--- config.mk ---
export PLATFORM = sky130hd
export DESIGN_NAME = hamming_secded_dec_flat
export DESIGN_NICKNAME = d
export VERILOG_FILES = /design/src/rtl/hamming_pkg.sv /design/src/rtl/hamming_secded_dec_if.sv /design/src/rtl/hamming_syndrome.sv /design/src/rtl/hamming_secded_dec.sv /design/src/flat_wrapper.sv
export SDC_FILE = /design/constraint.sdc
export NUM_CORES = 1
export LEC_CHECK = 0
export ABC_CLOCK_PERIOD_IN_PS = 2400
export CORE_UTILIZATION = 40
export DETAILED_ROUTE_END_ITERATION = 8
export DONT_BUFFER_PORTS = 1
export GPL_ROUTABILITY_DRIVEN = 0
export REMOVE_ABC_BUFFERS = 1
export SETUP_SLACK_MARGIN = 0.5
export SYNTH_ARGS = -nofsm -noshare
export SYNTH_HDL_FRONTEND = slang
export SYNTH_SLANG_ARGS = --single-unit
--- constraint.sdc ---
create_clock -name clk -period 2.4 [get_ports clk]
set_input_delay 0.24 -clock clk [delete_from_list [all_inputs] [get_ports clk]]
set_output_delay 0.24 -clock clk [all_outputs]
set_load 0.02 [all_outputs]
--- src/rtl/hamming_pkg.sv ---
// rtl/hamming_pkg.sv - Hamming code geometry, syndrome helpers and error classes
// Position space: bit k of a vector is Hamming position k, bit 0 is the overall parity slot.
package hamming_pkg;

  typedef enum logic [1:0] {
    CLEAN  = 2'd0,
    CORR   = 2'd1,
    UNCORR = 2'd2
  } err_class_e;

  function automatic int calc_p(input int data_w);
    int p;
    p = 0;
    for (int i = 1; i < 32; i++) begin
      if (p == 0 && (1 << i) >= data_w + i + 1) p = i;
    end
    return p;
  endfunction

  function automatic bit is_pow2(input int k);
    return (k > 0) && ((k & (k - 1)) == 0);
  endfunction

  // Hamming position of data bit j: the j-th non-power-of-two position from 3 upward.
  function automatic int data_pos(input int j);
    int cnt;
    int pos;
    cnt = 0;
    pos = 0;
    for (int k = 3; k < 512; k++) begin
      if (!is_pow2(k)) begin
        if (cnt == j && pos == 0) pos = k;
        cnt++;
      end
    end
    return pos;
  endfunction

  function automatic int data_idx(input int pos);
    int idx;
    idx = -1;
    for (int j = 0; j < 256; j++) begin
      if (idx < 0 && data_pos(j) == pos) idx = j;
    end
    return idx;
  endfunction

  function automatic int calc_syndrome(input logic [255:0] cw, input int n);
    int s;
    s = 0;
    for (int k = 1; k < 256; k++) begin
      if (k <= n && cw[k]) s = s ^ k;
    end
    return s;
  endfunction

  function automatic logic [255:0] extract_data(input logic [255:0] cw, input int data_w);
    logic [255:0] d;
    int j;
    d = '0;
    j = 0;
    for (int k = 3; k < 256; k++) begin
      if (!is_pow2(k) && j < data_w) begin
        d[j] = cw[k];
        j++;
      end
    end
    return d;
  endfunction

endpackage

--- src/rtl/hamming_secded_dec_if.sv ---
// rtl/hamming_secded_dec_if.sv - codeword in / payload out stream bundle of the decoder
interface hamming_secded_dec_if #(
  parameter int DATA_W = 16,
  parameter int DED_EN = 1
);
  import hamming_pkg::*;

  localparam int P    = calc_p(DATA_W);
  localparam int N    = DATA_W + P;
  localparam int CW_W = N + DED_EN;

  logic [CW_W-1:0]   i_data;
  logic              i_valid;
  logic              o_ready;
  logic [DATA_W-1:0] o_data;
  logic              o_valid;
  logic              i_ready;
  logic              o_err_corr;
  logic              o_err_uncorr;
  logic [P-1:0]      o_syndrome;

  modport master (
    output i_data, i_valid, i_ready,
    input  o_ready, o_data, o_valid, o_err_corr, o_err_uncorr, o_syndrome
  );

  modport slave (
    input  i_data, i_valid, i_ready,
    output o_ready, o_data, o_valid, o_err_corr, o_err_uncorr, o_syndrome
  );

endinterface

--- src/rtl/hamming_syndrome.sv ---
// rtl/hamming_syndrome.sv - combinational syndrome, error classification and data correction
module hamming_syndrome
  import hamming_pkg::*;
#(
  parameter int  DATA_W = 16,
  parameter int  DED_EN = 1,
  localparam int P      = calc_p(DATA_W),
  localparam int N      = DATA_W + P,
  localparam int CW_W   = N + DED_EN
) (
  input  logic [CW_W-1:0]   i_cw,
  output logic [DATA_W-1:0] o_data,
  output logic [P-1:0]      o_syndrome,
  output err_class_e        o_class
);

  logic [N:0]   w_pos;
  logic [N:0]   w_corr;
  logic [P-1:0] w_syn;
  logic         w_pf;
  logic         w_in_range;
  logic         w_flip;

  // Without the overall bit the codeword starts at position 1, so shift it into position space.
  if (DED_EN != 0) begin : g_ded
    assign w_pos = i_cw;
  end else begin : g_sec
    assign w_pos = {i_cw, 1'b0};
  end

  assign w_syn      = P'(calc_syndrome(256'(w_pos), N));
  assign w_pf       = ^w_pos;
  assign w_in_range = (w_syn != '0) && (int'(w_syn) <= N);

  always_comb begin
    o_class = CLEAN;
    w_flip  = 1'b0;
    if (DED_EN != 0) begin
      if (w_pf) begin
        if (w_syn == '0) begin
          o_class = CORR;
        end else if (w_in_range) begin
          o_class = CORR;
          w_flip  = 1'b1;
        end else begin
          o_class = UNCORR;
        end
      end else if (w_syn != '0) begin
        o_class = UNCORR;
      end
    end else begin
      if (w_in_range) begin
        o_class = CORR;
        w_flip  = 1'b1;
      end else if (w_syn != '0) begin
        o_class = UNCORR;
      end
    end
  end

  assign w_corr     = w_pos ^ (w_flip ? ((N + 1)'(1) << w_syn) : '0);
  assign o_data     = DATA_W'(extract_data(256'(w_corr), DATA_W));
  assign o_syndrome = w_syn;

endmodule

--- src/rtl/hamming_secded_dec.sv ---
// rtl/hamming_secded_dec.sv - two-stage SEC/SECDED Hamming decoder with backpressure and error counters
module hamming_secded_dec
  import hamming_pkg::*;
#(
  parameter int  DATA_W = 16,
  parameter int  DED_EN = 1,
  parameter int  CNT_W  = 16,
  localparam int P      = calc_p(DATA_W),
  localparam int N      = DATA_W + P,
  localparam int CW_W   = N + DED_EN
) (
  input  logic                clk,
  input  logic                rst,
  hamming_secded_dec_if.slave bus,
  input  logic                i_cnt_clr,
  output logic [CNT_W-1:0]    o_cnt_corr,
  output logic [CNT_W-1:0]    o_cnt_uncorr
);

  logic              r_s1_valid;
  logic [CW_W-1:0]   r_s1_cw;
  logic              r_s2_valid;
  logic [DATA_W-1:0] r_s2_data;
  logic              r_s2_corr;
  logic              r_s2_uncorr;
  logic [P-1:0]      r_s2_syn;
  logic [CNT_W-1:0]  r_cnt_corr;
  logic [CNT_W-1:0]  r_cnt_uncorr;

  logic              w_s2_free;
  logic              w_accept;
  logic              w_out_hs;
  logic [DATA_W-1:0] w_data;
  logic [P-1:0]      w_syn;
  err_class_e        w_class;

  assign w_s2_free   = !r_s2_valid || bus.i_ready;
  assign bus.o_ready = !r_s1_valid || w_s2_free;
  assign w_accept    = bus.i_valid && bus.o_ready;
  assign w_out_hs    = r_s2_valid && bus.i_ready;

  hamming_syndrome #(
    .DATA_W (DATA_W),
    .DED_EN (DED_EN)
  ) u_syndrome (
    .i_cw       (r_s1_cw),
    .o_data     (w_data),
    .o_syndrome (w_syn),
    .o_class    (w_class)
  );

  always_ff @(posedge clk or negedge rst) begin
    if (!rst) begin
      r_s1_valid  <= 1'b0;
      r_s1_cw     <= '0;
      r_s2_valid  <= 1'b0;
      r_s2_data   <= '0;
      r_s2_corr   <= 1'b0;
      r_s2_uncorr <= 1'b0;
      r_s2_syn    <= '0;
    end else begin
      if (bus.o_ready) begin
        r_s1_valid <= bus.i_valid;
      end
      if (w_accept) begin
        r_s1_cw <= bus.i_data;
      end
      if (w_s2_free) begin
        r_s2_valid <= r_s1_valid;
      end
      // Result registers only move on a real transfer so a stalled output stays put.
      if (w_s2_free && r_s1_valid) begin
        r_s2_data   <= w_data;
        r_s2_corr   <= (w_class == CORR);
        r_s2_uncorr <= (w_class == UNCORR);
        r_s2_syn    <= w_syn;
      end
    end
  end

  always_ff @(posedge clk or negedge rst) begin
    if (!rst) begin
      r_cnt_corr   <= '0;
      r_cnt_uncorr <= '0;
    end else if (i_cnt_clr) begin
      r_cnt_corr   <= '0;
      r_cnt_uncorr <= '0;
    end else begin
      if (w_out_hs && r_s2_corr && !(&r_cnt_corr)) begin
        r_cnt_corr <= r_cnt_corr + CNT_W'(1);
      end
      if (w_out_hs && r_s2_uncorr && !(&r_cnt_uncorr)) begin
        r_cnt_uncorr <= r_cnt_uncorr + CNT_W'(1);
      end
    end
  end

  assign bus.o_valid      = r_s2_valid;
  assign bus.o_data       = r_s2_data;
  assign bus.o_err_corr   = r_s2_corr;
  assign bus.o_err_uncorr = r_s2_uncorr;
  assign bus.o_syndrome   = r_s2_syn;
  assign o_cnt_corr       = r_cnt_corr;
  assign o_cnt_uncorr     = r_cnt_uncorr;

endmodule

--- src/flat_wrapper.sv ---
// flat-port wrapper written by rule: the top's interface ports become plain ports
module hamming_secded_dec_flat import hamming_pkg::*;
#(
  parameter int  DATA_W = 16,
  parameter int  DED_EN = 1,
  parameter int  CNT_W  = 16,
  localparam int P      = calc_p(DATA_W),
  localparam int N      = DATA_W + P,
  localparam int CW_W   = N + DED_EN
)
  (clk, rst, i_cnt_clr, o_cnt_corr, o_cnt_uncorr, bus_i_data, bus_i_valid, bus_i_ready, bus_o_ready, bus_o_data, bus_o_valid, bus_o_err_corr, bus_o_err_uncorr, bus_o_syndrome);
  hamming_secded_dec_if #(.DATA_W(DATA_W), .DED_EN(DED_EN)) bus_i ();
  input  logic clk;
  input  logic rst;
  input  logic i_cnt_clr;
  output logic [CNT_W-1:0] o_cnt_corr;
  output logic [CNT_W-1:0] o_cnt_uncorr;
  input wire logic [$bits(bus_i.i_data)-1:0] bus_i_data;
  input wire logic [$bits(bus_i.i_valid)-1:0] bus_i_valid;
  input wire logic [$bits(bus_i.i_ready)-1:0] bus_i_ready;
  output wire logic [$bits(bus_i.o_ready)-1:0] bus_o_ready;
  output wire logic [$bits(bus_i.o_data)-1:0] bus_o_data;
  output wire logic [$bits(bus_i.o_valid)-1:0] bus_o_valid;
  output wire logic [$bits(bus_i.o_err_corr)-1:0] bus_o_err_corr;
  output wire logic [$bits(bus_i.o_err_uncorr)-1:0] bus_o_err_uncorr;
  output wire logic [$bits(bus_i.o_syndrome)-1:0] bus_o_syndrome;
  assign bus_i.i_data = bus_i_data;
  assign bus_i.i_valid = bus_i_valid;
  assign bus_i.i_ready = bus_i_ready;
  assign bus_o_ready = bus_i.o_ready;
  assign bus_o_data = bus_i.o_data;
  assign bus_o_valid = bus_i.o_valid;
  assign bus_o_err_corr = bus_i.o_err_corr;
  assign bus_o_err_uncorr = bus_i.o_err_uncorr;
  assign bus_o_syndrome = bus_i.o_syndrome;
  hamming_secded_dec #(.DATA_W(DATA_W), .DED_EN(DED_EN), .CNT_W(CNT_W)) u_core (.clk(clk), .rst(rst), .bus(bus_i), .i_cnt_clr(i_cnt_clr), .o_cnt_corr(o_cnt_corr), .o_cnt_uncorr(o_cnt_uncorr));
endmodule
==> metrics.md, run 1 <==
| Metric | Value |
|---|---|
| Status | `finished with violations` |
| Failing checks | `negative hold slack` |
| Final hold violation count | `79` |
| Pre-Repair DR Iteration Count | `4` |
| Gr busiest metal | `met2` |
| GRT met3 Usage | `0.0593` |
| Final Util | `0.557` |
| I/O Buffers | `0` |
| CTS clock-pin slew for the worst setup and hold paths | `0.08 ns` |
| Largest net degree at the start of global routing | `80` |
| Most frequent cells in the layout | `dfrtp_1, buf_4, nor2_1, nand2_1, mux2_2` |
| Skew-Pair Late Insertion Delay | `0.36 ns` |
| Initial antenna violation count | `0` |
| Core area | `0.0103 mm2` |
| ANT nets after route | `0` |
| Area Growth Syn to Fin | `35.2%` |
| Final period utilization | `0.955` |
| Post-synth EDFFs | `0` |
| TritonCTS Buffers | `9` |
| Count of cell types in the netlist | `44` |
| Crit Path Max Fanout | `7` |
| Global-route wire length before repair | `17,800 um` |
| Number of setup violations in the final report | `0` |
| Worst EP required | `2.67 ns` |
| Worst Slack Setup Final | `0.107 ns` |
| Die extent in y | `105 um` |
| Synth area leader | `dfrtp_1` |
| M2 GR Usage | `0.350` |
| Initial cell density of the core | `0.412` |
| Area of the die | `0.0110 mm2` |
| Htree depth | `3` |
| Worst setup SP type | `flop` |
| Overall Global Routing Usage | `0.204` |
| Sequential share of the synthesized area | `0.467` |
| Slew HR | `0.636` |
| Worst slew pin tran | `0.545 ns` |
| Vias per Instance | `5.57` |
| CTS sink count | `79` |
| Clock skew | `0.00913 ns` |
| Mapped Cells | `412` |
| Max cap viols | `0` |
| Top cell type's share of synthesized area | `0.467` |
| CTS tree | `done` |
| Final Max Slew Viols | `0` |
| Layout cells sized above 1 | `0.396` |
| Hold slack | `-0.431 ns` |
| GR Layer Usage met1 | `0.242` |
| Root Driver | `clkbuf_8` |
| CTS Buffer Depth | `2` |
| Inserted Diodes | `0` |
| Crit. End Element | `flop` |
| Maximum vdd drop | `962 uV` |
| Pre-CTS setup slack | `-0.0430 ns` |
| Vias | `3,489` |
| Critical path class | `reg2reg` |
| Initial DRC Count | `201` |
| #FFs+latches synth | `79` |
| Crit path DAT | `2.56 ns` |
| Mean routed wirelength per cell | `17.7 um` |
| Pwr/cell area | `1330 mW/mm2` |
| Hold buffers post-CTS | `2` |
| Total of warnings raised by yosys | `0` |
| Leakage power | `2.33 nW` |
| GRT overflow | `0` |
| Max Fclk | `436 MHz` |
| Top Ports | `84` |
| Min Tclk post-route | `2.29 ns` |
| Top FF cell, synth | `dfrtp_1` |
| Top cells by area, synth | `dfrtp_1, xnor2_1, mux2_2, xor2_1, nor2_1` |
| Fraction of registers with async set/reset | `1.00` |
| RSZ-0062 raised after global routing | `yes` |
| Min-delay worst type | `in2async` |
| Commonest non-fill, non-tap cell in the layout | `dfrtp_1` |
| Final wirelength | `11,100 um` |
| Synthesized cell area | `0.00423 mm2` |
| DP Wirelength | `7220 um` |
| DRC Markers | `0` |
| Vias in the first global route | `3,522` |
| Die Wd | `105 um` |
| Nets@finish | `514` |
| Rows | `37` |
| Syn Area/Cell | `10.3 um2` |
[area by class of cell]
class / instances / area [um2]
inverter: 1 / 3.75
clock inverter: 6 / 85.1
fill: 870 / 4550
sequential: 79 / 1990
tap: 136 / 170
clock buffer: 10 / 128
multi-input combinational: 318 / 2690
timing repair buffer: 76 / 651
[worst max-delay path: stages (launching register included)]
cell and delay, ns:
dfrtp_1 0.41, xnor3_2 0.42, buf_6 0.15, xnor2_4 0.17, xor2_2 0.20, buf_6 0.17, nand4_1 0.16, or3_1 0.38
a31oi_1 0.15
[registers in the layout, indices dropped and copies added (netlist names)]
| signal | count |
|---|---|
| u_core.r_s1_valid | 1 |
| u_core.bus.o_err_corr | 1 |
| u_core.bus.o_valid | 1 |
| u_core.bus.o_syndrome | 5 |
| u_core.o_cnt_corr | 16 |
| u_core.r_s1_cw | 22 |
| u_core.bus.o_err_uncorr | 1 |
| u_core.o_cnt_uncorr | 16 |
| u_core.bus.o_data | 16 |
[cell usage after synthesis (all sizes together), types with 5 or more instances]
master   n
xnor2   37
xor2    23
mux2    22
nand2   39
o211ai  10
and3     6
nor4     6
or3     12
o21ai   16
a31oi   18
nand3    8
dfrtp   79
nor3     7
xnor3    5
nand4   16
a41oi    8
a21oi    5
clkbuf  11
nor2    49
[report_power, final]
| group | switching (W) | internal (W) | leakage [nW] |
|---|---|---|---|
| Sequential | 0.000472 | 0.00157 | 0.970 |
| Combinational | 0.00225 | 0.00225 | 1.25 |
| Clock | 0.000494 | 0.000582 | 0.102 |
[stage by stage]
| stage | area [um2] | setup TNS (ns) | total power [W] | cells |
|---|---|---|---|---|
| 2_1_floorplan | 4170 | -0.414 | 0.00362 | 397 |
| 3_3_place_gp | 4660 | 0 | 0.00472 | 574 |
| 3_5_place_dp | 4660 | -0.101 | 0.00477 | 574 |
| 4_1_cts | 5460 | 0 | 0.00706 | 611 |
| 5_1_grt | 5720 | 0 | 0.00800 | 626 |
| 6_report | 5720 | 0 | 0.00761 | 626 |
[worst paths after layout]
path | start | end | slack (ns) | cells after the start
max | u_core.r_s1_cw[1]$_DFFE_PN0P_ | u_core.bus.o_data[8]$_DFFE_PN0P_ | 0.11 | 8
min | rst | u_core.o_cnt_uncorr[7]$_DFFE_PN0P_ | -0.43 | 0
max reg2reg | u_core.r_s1_cw[1]$_DFFE_PN0P_ | u_core.bus.o_data[8]$_DFFE_PN0P_ | 0.11 | 8
min reg2reg | u_core.r_s1_valid$_DFFE_PN0N_ | u_core.bus.o_valid$_DFFE_PN0P_ | 0.51 | 1
max in group asynchronous | rst | u_core.r_s1_cw[3]$_DFFE_PN0P_ | 2.71 | 0
min in group clk | bus_i_data[11] | u_core.r_s1_cw[11]$_DFFE_PN0P_ | 0.03 | 1
[cell families (layout without fill, tap and decap cells)]
family	after synthesis	after routing	synth area share
DFF	79	79	0.467
and+or+nand+nor	159	159	0.183
adders and majority gates	2	2	0.00591
AOI/OAI and AO/OA	66	67	0.105
buffers and inverters	16	93	0.0148
xor gates and xnor gates	66	66	0.161
muxes	24	24	0.0633
[layer usage]
| layer | vias up | share of wire | routed length, um |
|---|---|---|---|
| met5 | - | 0 | 0 |
| met4 | 0 | 0.014 | 157 |
| met3 | 16 | 0.066 | 732 |
| met2 | 119 | 0.52 | 5750 |
| met1 | 1726 | 0.40 | 4410 |
| li1 | 1628 | - | - |
[what timing repair did]
action	CTS	global route
resized for setup	69	33
gates cloned	0	1
endpoints found under the setup margin	37	45
hold endpoints to repair	112	79
setup buffers	19	14
pin swaps	34	23
Power figures use the tool's default switching activity.
==> run 2: changes to the inputs <==
--- a/config.mk
+++ b/config.mk
@@ -6,10 +6,11 @@
 export NUM_CORES = 1
 export LEC_CHECK = 0
 export ABC_CLOCK_PERIOD_IN_PS = 2400
-export CORE_UTILIZATION = 40
+export CORE_UTILIZATION = 57
 export DETAILED_ROUTE_END_ITERATION = 8
 export DONT_BUFFER_PORTS = 1
 export GPL_ROUTABILITY_DRIVEN = 0
+export PLACE_DENSITY = 0.75
 export REMOVE_ABC_BUFFERS = 1
 export SETUP_SLACK_MARGIN = 0.5
 export SYNTH_ARGS = -nofsm -noshare
==> metrics.md, run 2 (same netlist as run 1, synthesis figures left out) <==
| Metric | Value |
|---|---|
| CTS tree | `done (unchanged)` |
| Final Max Slew Viols | `0 (unchanged)` |
| Skew-Pair Late Insertion Delay | `0.36 ns (about the same)` |
| R2r worst-path depth | `7 (was 8)` |
| DP Wirelength | `6690 um (was 7220 um)` |
| Flop pwr share | `0.275 (was 0.268)` |
| Final hold violation count | `79 (unchanged)` |
| Mean routed wirelength per cell | `21.3 um (was 17.7 um)` |
| I/O Buffers | `0 (unchanged)` |
| Area of the die | `0.00777 mm2 (was 0.0110 mm2)` |
| Register area | `0.00200 mm2 (was 0.00199 mm2)` |
| Critical path origin | `u_core.r_s1_cw[13]$_DFFE_PN0P_ (was u_core.r_s1_cw[1]$_DFFE_PN0P_)` |
| R2r setup slk | `-0.03 ns (was 0.11 ns)` |
| Final period utilization | `1.01 (was 0.955)` |
| CTS clock-pin slew for the worst setup and hold paths | `0.10 ns (was 0.08 ns)` |
| Top Ports | `84 (unchanged)` |
| Core area | `0.00721 mm2 (was 0.0103 mm2)` |
| Vias in the first global route | `3,440 (was 3,522)` |
| Rows | `31 (was 37)` |
| Clock skew | `0.0166 ns (was 0.00913 ns)` |
| Hold slack | `-0.445 ns (was -0.431 ns)` |
| Placed cell area | `0.00454 mm2 (was 0.00466 mm2)` |
| GRT overflow | `0 (unchanged)` |
| Worst setup SP type | `flop (unchanged)` |
| Reg-to-reg startpoint | `u_core.r_s1_cw[13]$_DFFE_PN0P_ (was u_core.r_s1_cw[1]$_DFFE_PN0P_)` |
| Commonest non-fill, non-tap cell in the layout | `dfrtp_1 (unchanged)` |
| Failing checks | `negative hold slack, negative setup slack (was negative hold slack)` |
| Fill count | `419 (was 870)` |
| Die extent in y | `88.2 um (was 105 um)` |
| Switching power | `0.00338 W (was 0.00321 W)` |
| Global-route wire length before repair | `16,700 um (was 17,800 um)` |
| Final wirelength | `12,400 um (was 11,100 um)` |
| Power share of the clock group | `0.124 (was 0.141)` |
| Top reg by flops | `u_core.r_s1_cw (unchanged)` |
| Maximum vdd drop | `993 uV (was 962 uV)` |
| Crit. End Element | `flop (unchanged)` |
| Pre-Repair DR Iteration Count | `5 (was 4)` |
| Leakage power | `2.38 nW (was 2.33 nW)` |
| Crit Path Max Fanout | `5 (was 7)` |
| Max Fclk | `411 MHz (was 436 MHz)` |
| Initial antenna violation count | `0 (unchanged)` |
| CTS sink count | `79 (unchanged)` |
| Initial cell density of the core | `0.587 (was 0.412)` |
| Nets@finish | `509 (was 514)` |
| ANT nets after route | `0 (unchanged)` |
| Worst EP required | `2.66 ns (was 2.67 ns)` |
| Reg-to-Reg End | `u_core.bus.o_data[14]$_DFFE_PN0P_ (was u_core.bus.o_data[8]$_DFFE_PN0P_)` |
| Worst Slack Setup Final | `-0.0344 ns (was 0.107 ns)` |
| Most frequent cells in the layout | `dfrtp_1, buf_4, nor2_1, nand2_1, mux2_2 (unchanged)` |
| Sw frac | `0.450 (was 0.422)` |
| Critical path class | `reg2reg (unchanged)` |
| Crit path DAT | `2.70 ns (was 2.56 ns)` |
| Min-delay worst type | `in2async (unchanged)` |
| Initial DRC Count | `197 (was 201)` |
| Post-route cell area | `0.00579 mm2 (was 0.00572 mm2)` |
| Gate power share | `0.601 (was 0.590)` |
| Crit path to | `u_core.bus.o_data[14]$_DFFE_PN0P_ (was u_core.bus.o_data[8]$_DFFE_PN0P_)` |
| Pwr/cell area | `1300 mW/mm2 (was 1330 mW/mm2)` |
| Htree depth | `3 (unchanged)` |
| Worst slew pin tran | `1.22 ns (was 0.545 ns)` |
| Internal | `0.00414 W (was 0.00440 W)` |
| Vias | `3,676 (was 3,489)` |
| Number of setup violations in the final report | `2 (was 0)` |
| Final Util | `0.803 (was 0.557)` |
| Die Wd | `88.2 um (was 105 um)` |
| Max cap viols | `0 (unchanged)` |
| Final cell count without fillers | `584 (was 626)` |
| TritonCTS Buffers | `9 (unchanged)` |
| Inserted Diodes | `0 (unchanged)` |
| DRC Markers | `0 (unchanged)` |
| RSZ-0062 raised after global routing | `yes (unchanged)` |
| CTS Buffer Depth | `2 (unchanged)` |
| Hold buffers post-CTS | `2 (unchanged)` |
| Min Tclk post-route | `2.43 ns (was 2.29 ns)` |
| Placed Cells incl. Taps | `527 (was 574)` |
| Slew HR | `0.187 (was 0.636)` |
| Max reg flops | `22 (unchanged)` |
| Vias per Instance | `6.29 (was 5.57)` |
| Area Growth Syn to Fin | `36.8% (was 35.2%)` |
| Area taken by multi-input logic gates | `0.00285 mm2 (was 0.00269 mm2)` |
| Status | `finished with violations (unchanged)` |
| Overall Global Routing Usage | `0.286 (was 0.204)` |
| Root Driver | `clkbuf_8 (unchanged)` |
| Layout cells sized above 1 | `0.441 (was 0.396)` |
| Largest net degree at the start of global routing | `80 (unchanged)` |
| Setup TNS | `-0.0596 ns (was 0 ns)` |
==> run 2: what timing repair did <==
| action | CTS | global route |
|---|---|---|
| endpoints found under the setup margin | 39 | 70 |
| hold endpoints to repair | 112 | 79 |
| pin swaps | 14 | 44 |
| gates resized for setup | 58 | 89 |
| cloned | 0 | 1 |
| setup buffers | 17 | 21 |
==> run 2: power by group through the flow <==
stage / sequential [W] / clock [W] / combinational (W)
after CTS: 0.00204 / 0.000930 / 0.00355
after global routing: 0.00210 / 0.00100 / 0.00471
after floorplan: 0.00198 / 0 / 0.00164
after detailed placement: 0.00205 / 0 / 0.00256
final: 0.00207 / 0.000936 / 0.00452
after global placement: 0.00204 / 0 / 0.00250
==> run 2: final cells by class <==
class	instances	area share
Multi-Input combinational cell	317	0.493
Sequential cell	79	0.345
Timing Repair Buffer	72	0.109
Clock buffer	10	0.0238
Tap cell	99	0.0214
Clock inverter	6	0.00778
Inverter	1	0.000648
==> run 2: layer usage <==
| metal | up-vias | track usage | wire, um |
|---|---|---|---|
| met3 | 43 | 0.0613 | 799 |
| met2 | 156 | 0.487 | 6500 |
| met5 | - | 0.00649 | 0 |
| met1 | 1857 | 0.337 | 4710 |
| met4 | 0 | 0.157 | 420 |
| li1 | 1620 | - | - |
==> run 2: per-stage QoR <==
| stage | setup slack (ns) | power [W] |
|---|---|---|
| after floorplan | -0.207 | 0.00362 |
| after global placement | -0.0251 | 0.00454 |
| after detailed placement | -0.0421 | 0.00461 |
| after CTS | 0.127 | 0.00652 |
| after global routing | -0.103 | 0.00781 |
| final | -0.0344 | 0.00752 |
==> run 2: critical path: stages, from the launching register on <==
cell and delay, ns:
dfrtp_1 0.40, buf_4 0.16, xnor2_2 0.16, xnor3_2 0.50
or3_4 0.38, and2_4 0.17, or4_4 0.42, a31oi_1 0.17
==> run 2: how the worst min path moves through the flow <==
| stage | from | to | slack [ns] | cells after the start |
|---|---|---|---|---|
| floorplan | rst | u_core.bus.o_data[0]$_DFFE_PN0P_ | -0.06 | 0 |
| global placement | rst | u_core.o_cnt_uncorr[9]$_DFFE_PN0P_ | -0.05 | 0 |
| detailed placement | rst | u_core.o_cnt_uncorr[9]$_DFFE_PN0P_ | -0.05 | 0 |
| CTS | rst | u_core.o_cnt_uncorr[9]$_DFFE_PN0P_ | -0.44 | 0 |
| global route | rst | u_core.o_cnt_uncorr[9]$_DFFE_PN0P_ | -0.46 | 0 |
| finish | rst | u_core.o_cnt_uncorr[9]$_DFFE_PN0P_ | -0.44 | 0 |
==> run 3: changes to the inputs <==
--- a/config.mk
+++ b/config.mk
@@ -6,6 +6,7 @@
 export NUM_CORES = 1
 export LEC_CHECK = 0
 export ABC_CLOCK_PERIOD_IN_PS = 2400
+export CORE_ASPECT_RATIO = 1.2
 export CORE_UTILIZATION = 57
 export DETAILED_ROUTE_END_ITERATION = 8
 export DONT_BUFFER_PORTS = 1
@@ -15,4 +16,5 @@
 export SETUP_SLACK_MARGIN = 0.5
 export SYNTH_ARGS = -nofsm -noshare
 export SYNTH_HDL_FRONTEND = slang
+export SYNTH_HIERARCHICAL = 1
 export SYNTH_SLANG_ARGS = --single-unit
==> metrics.md, run 3 <==
| Metric | Value |
|---|---|
| Fraction of registers with async set/reset | `1.00 (unchanged)` |
| Worst setup SP type | `flop (unchanged)` |
| Top cells by area, synth | `dfrtp_1, mux2_2, xnor2_1, a21oi_1, nand3_1 (was dfrtp_1, xnor2_1, mux2_2, xor2_1, nor2_1)` |
| RSZ-0062 raised after global routing | `yes (unchanged)` |
| Synthesized cell area | `0.00433 mm2 (was 0.00423 mm2)` |
| Largest net degree at the start of global routing | `80 (unchanged)` |
| Maximum vdd drop | `899 uV (was 993 uV)` |
| DRC Markers | `0 (unchanged)` |
| Area of the die | `0.00794 mm2 (was 0.00777 mm2)` |
| Initial DRC Count | `208 (was 197)` |
| Post-Synth Adder-Cell Area | `0.00578 (was 0.00591)` |
| Crit Path Max Fanout | `5 (unchanged)` |
| Min-delay worst type | `in2async (unchanged)` |
| Root Driver | `clkbuf_8 (unchanged)` |
| Pre-CTS setup slack | `-0.0254 ns (was -0.0421 ns)` |
| CTS sink count | `79 (unchanged)` |
| Top Ports | `84 (unchanged)` |
| Nets@finish | `471 (was 509)` |
| Max Fclk | `416 MHz (was 411 MHz)` |
| Synth area leader | `dfrtp_1 (unchanged)` |
| Die Wd | `81.5 um (was 88.2 um)` |
| Vias per Instance | `6.04 (was 6.29)` |
| Final hold violation count | `79 (unchanged)` |
| Layout cells sized above 1 | `0.396 (was 0.441)` |
| Vias in the first global route | `3,188 (was 3,440)` |
| Max cap viols | `0 (unchanged)` |
| #FFs+latches synth | `79 (unchanged)` |
| GR Layer Usage met1 | `0.283 (was 0.337)` |
| Post-synthesis mux area share | `0.122 (was 0.0633)` |
| Gr busiest metal | `met2 (unchanged)` |
| Min Tclk post-route | `2.41 ns (was 2.43 ns)` |
| GRT overflow | `0 (unchanged)` |
| Htree depth | `3 (unchanged)` |
| Initial antenna violation count | `0 (unchanged)` |
| Rows | `34 (was 31)` |
| Top-count cell post-synth | `dfrtp_1 (unchanged)` |
| M2 GR Usage | `0.433 (was 0.487)` |
| GRT met3 Usage | `0.0695 (was 0.0613)` |
| Die extent in y | `97.4 um (was 88.2 um)` |
| I/O Buffers | `0 (unchanged)` |
| Initial cell density of the core | `0.591 (was 0.587)` |
| CTS tree | `done (unchanged)` |
| Status | `finished with violations (unchanged)` |
| Synth Area in Simple Gates | `0.199 (was 0.183)` |
| Most common cell type on the critical path | `xnor2_2` |
| Pwr/cell area | `1110 mW/mm2 (was 1300 mW/mm2)` |
| Max reg flops | `22 (unchanged)` |
| Worst Slack Setup Final | `-0.00557 ns (was -0.0344 ns)` |
| Clock skew | `0.0196 ns (was 0.0166 ns)` |
| Pre-Repair DR Iteration Count | `6 (was 5)` |
| Post-synth EDFFs | `0 (unchanged)` |
| Top FF cell, synth | `dfrtp_1 (unchanged)` |
| ANT nets after route | `0 (unchanged)` |
| DP Wirelength | `6400 um (was 6690 um)` |
| Post-Synth XOR/XNOR Area | `0.128 (was 0.161)` |
| Sequential share of the synthesized area | `0.457 (was 0.467)` |
| Overall Global Routing Usage | `0.253 (was 0.286)` |
| Synth cell count leaders | `dfrtp_1, mux2_2, xnor2_1, nand2_1, a21oi_1 (was dfrtp_1, nor2_1, nand2_1, xnor2_1, xor2_1)` |
| Mapped Cells | `393 (was 412)` |
| Failing checks | `negative hold slack, negative setup slack (unchanged)` |
| Total of warnings raised by yosys | `6 (was 0)` |
| Synth Area in Compound Gates | `0.0723 (was 0.105)` |
| Mean routed wirelength per cell | `18.9 um (was 21.3 um)` |
| Hold slack | `-0.441 ns (was -0.445 ns)` |
| CP max stage delay | `0.54 ns (was 0.50 ns)` |
| CTS clock-pin slew for the worst setup and hold paths | `0.09 ns (was 0.10 ns)` |
| Syn Area/Cell | `11.0 um2 (was 10.3 um2)` |
| Main combinational cell family by area after synthesis | `simple AND/OR/NAND/NOR gates (unchanged)` |
| Global-route wire length before repair | `15,100 um (was 16,700 um)` |
| Worst EP required | `2.64 ns (was 2.66 ns)` |
| Slew HR | `0.252 (was 0.187)` |
| Core area | `0.00732 mm2 (was 0.00721 mm2)` |
| Number of setup violations in the final report | `1 (was 2)` |
| Top cell type's share of synthesized area | `0.457 (was 0.467)` |
| Worst slew pin tran | `1.12 ns (was 1.22 ns)` |
| Top reg by flops | `u_core/r_s1_cw (was u_core.r_s1_cw)` |
| Most frequent cells in the layout | `dfrtp_1, buf_4, mux2_2 (was dfrtp_1, buf_4, nor2_1, nand2_1, mux2_2)` |
| Final wirelength | `10,200 um (was 12,400 um)` |
| Final Max Slew Viols | `0 (unchanged)` |
| Leakage power | `2.08 nW (was 2.38 nW)` |
| Crit path max-delay cell type | `xnor3_2 (unchanged)` |
| Critical path class | `reg2reg (unchanged)` |
| Crit. End Element | `flop (unchanged)` |
| Commonest non-fill, non-tap cell in the layout | `dfrtp_1 (unchanged)` |
| Inserted Diodes | `0 (unchanged)` |
| Area Growth Syn to Fin | `22.0% (was 36.8%)` |
| Final period utilization | `1.00 (was 1.01)` |
| Cell Chain, Critical Path | `xnor2_2 -> xnor2_2 -> xnor3_2 -> nor2_2 -> nand3_1 -> xnor2_1 -> mux2_2 (was buf_4 -> xnor2_2 -> xnor3_2 -> or3_4 -> and2_4 -> or4_4 -> a31oi_1)` |
| Crit path DAT | `2.65 ns (was 2.70 ns)` |
| Vias | `3,243 (was 3,676)` |
| Count of cell types in the netlist | `46 (was 44)` |
| TritonCTS Buffers | `9 (unchanged)` |
| CTS Buffer Depth | `2 (unchanged)` |
| Skew-Pair Late Insertion Delay | `0.36 ns (about the same)` |
## run 3: per-stage QoR
stage	TNS, ns	area [um2]	total power (W)	utilization	cells
after floorplan	0	4280	0.00362	-	382
after global placement	0	4590	0.00409	0.627	496
after detailed placement	-0.0672	4590	0.00414	0.627	496
after CTS	0	4960	0.00554	0.678	520
after global routing	-1.16	5280	0.00617	0.721	537
final	-0.00557	5280	0.00587	0.721	537
## run 3: final cells by class
type / count / area, um2
multi-input cells: 296 / 2520
fillers: 518 / 2040
flip-flops and latches: 79 / 2000
repair buffers: 49 / 399
clock buffers: 11 / 141
well taps: 90 / 113
clock inverters: 5 / 81.3
inverters: 7 / 26.3
## run 3: per-layer routing
metal / part of all wire / vias up
met5: 0 / -
met4: 0.028 / 0
met3: 0.055 / 17
met2: 0.53 / 100
met1: 0.39 / 1598
li1: - / 1528
## run 3: what timing repair did
item                                   4_1_cts  5_1_grt
gates resized for setup                     26       39
hold buffers                                 2        1
endpoints found under the hold margin      107       80
pin swaps                                   17       18
setup endpoints to repair                   34       43
gates cloned                                 0        0
setup buffers                                6       16
## run 3: kinds of logic (layout without fill, tap and decap cells)
group / Yosys count / count (layout)
AO/OA/AOI/OAI: 55 / 55
flip-flops: 79 / 79
adder cells (fa/ha/maj): 2 / 2
buffers and inverters: 18 / 72
XOR/XNOR: 51 / 51
AND/OR/NAND/NOR: 141 / 141
multiplexers: 47 / 47
## run 3: final timing paths
kind	from	end	slack [ns]	cells past startpoint
max	u_core/r_s1_cw[19]$_DFFE_PN0P_	u_core/bus.o_data[7]$_DFFE_PN0P_	-0.006	7
min	rst	u_core/o_cnt_corr[9]$_DFFE_PN0P_	-0.44	0
max reg2reg	u_core/r_s1_cw[19]$_DFFE_PN0P_	u_core/bus.o_data[7]$_DFFE_PN0P_	-0.006	7
min reg2reg	u_core/r_s1_valid$_DFFE_PN0P_	u_core/bus.o_valid$_DFFE_PN0P_	0.52	1
max in group asynchronous	rst	u_core/bus.o_err_uncorr$_DFFE_PN0P_	2.73	0
min in group clk	bus_i_data[17]	u_core/r_s1_cw[17]$_DFFE_PN0P_	0.03	1
## run 3: worst max-delay path, delay by kind of cell, from the launching register on
kind / cells / cell delay, ns
XOR/XNOR: 4 / 1.13
AND/OR/NAND/NOR: 2 / 0.41
multiplexers: 1 / 0.26
flip-flops: 1 / 0.50
## run 3: report_power, final
group / switching [W] / leakage (nW) / total (W) / internal [W]
registers: 0.000488 / 0.970 / 0.00208 / 0.00159
clock network: 0.000500 / 0.110 / 0.00112 / 0.000615
logic: 0.00128 / 1.00 / 0.00267 / 0.00139
total: 0.00227 / 2.08 / 0.00587 / 0.00360
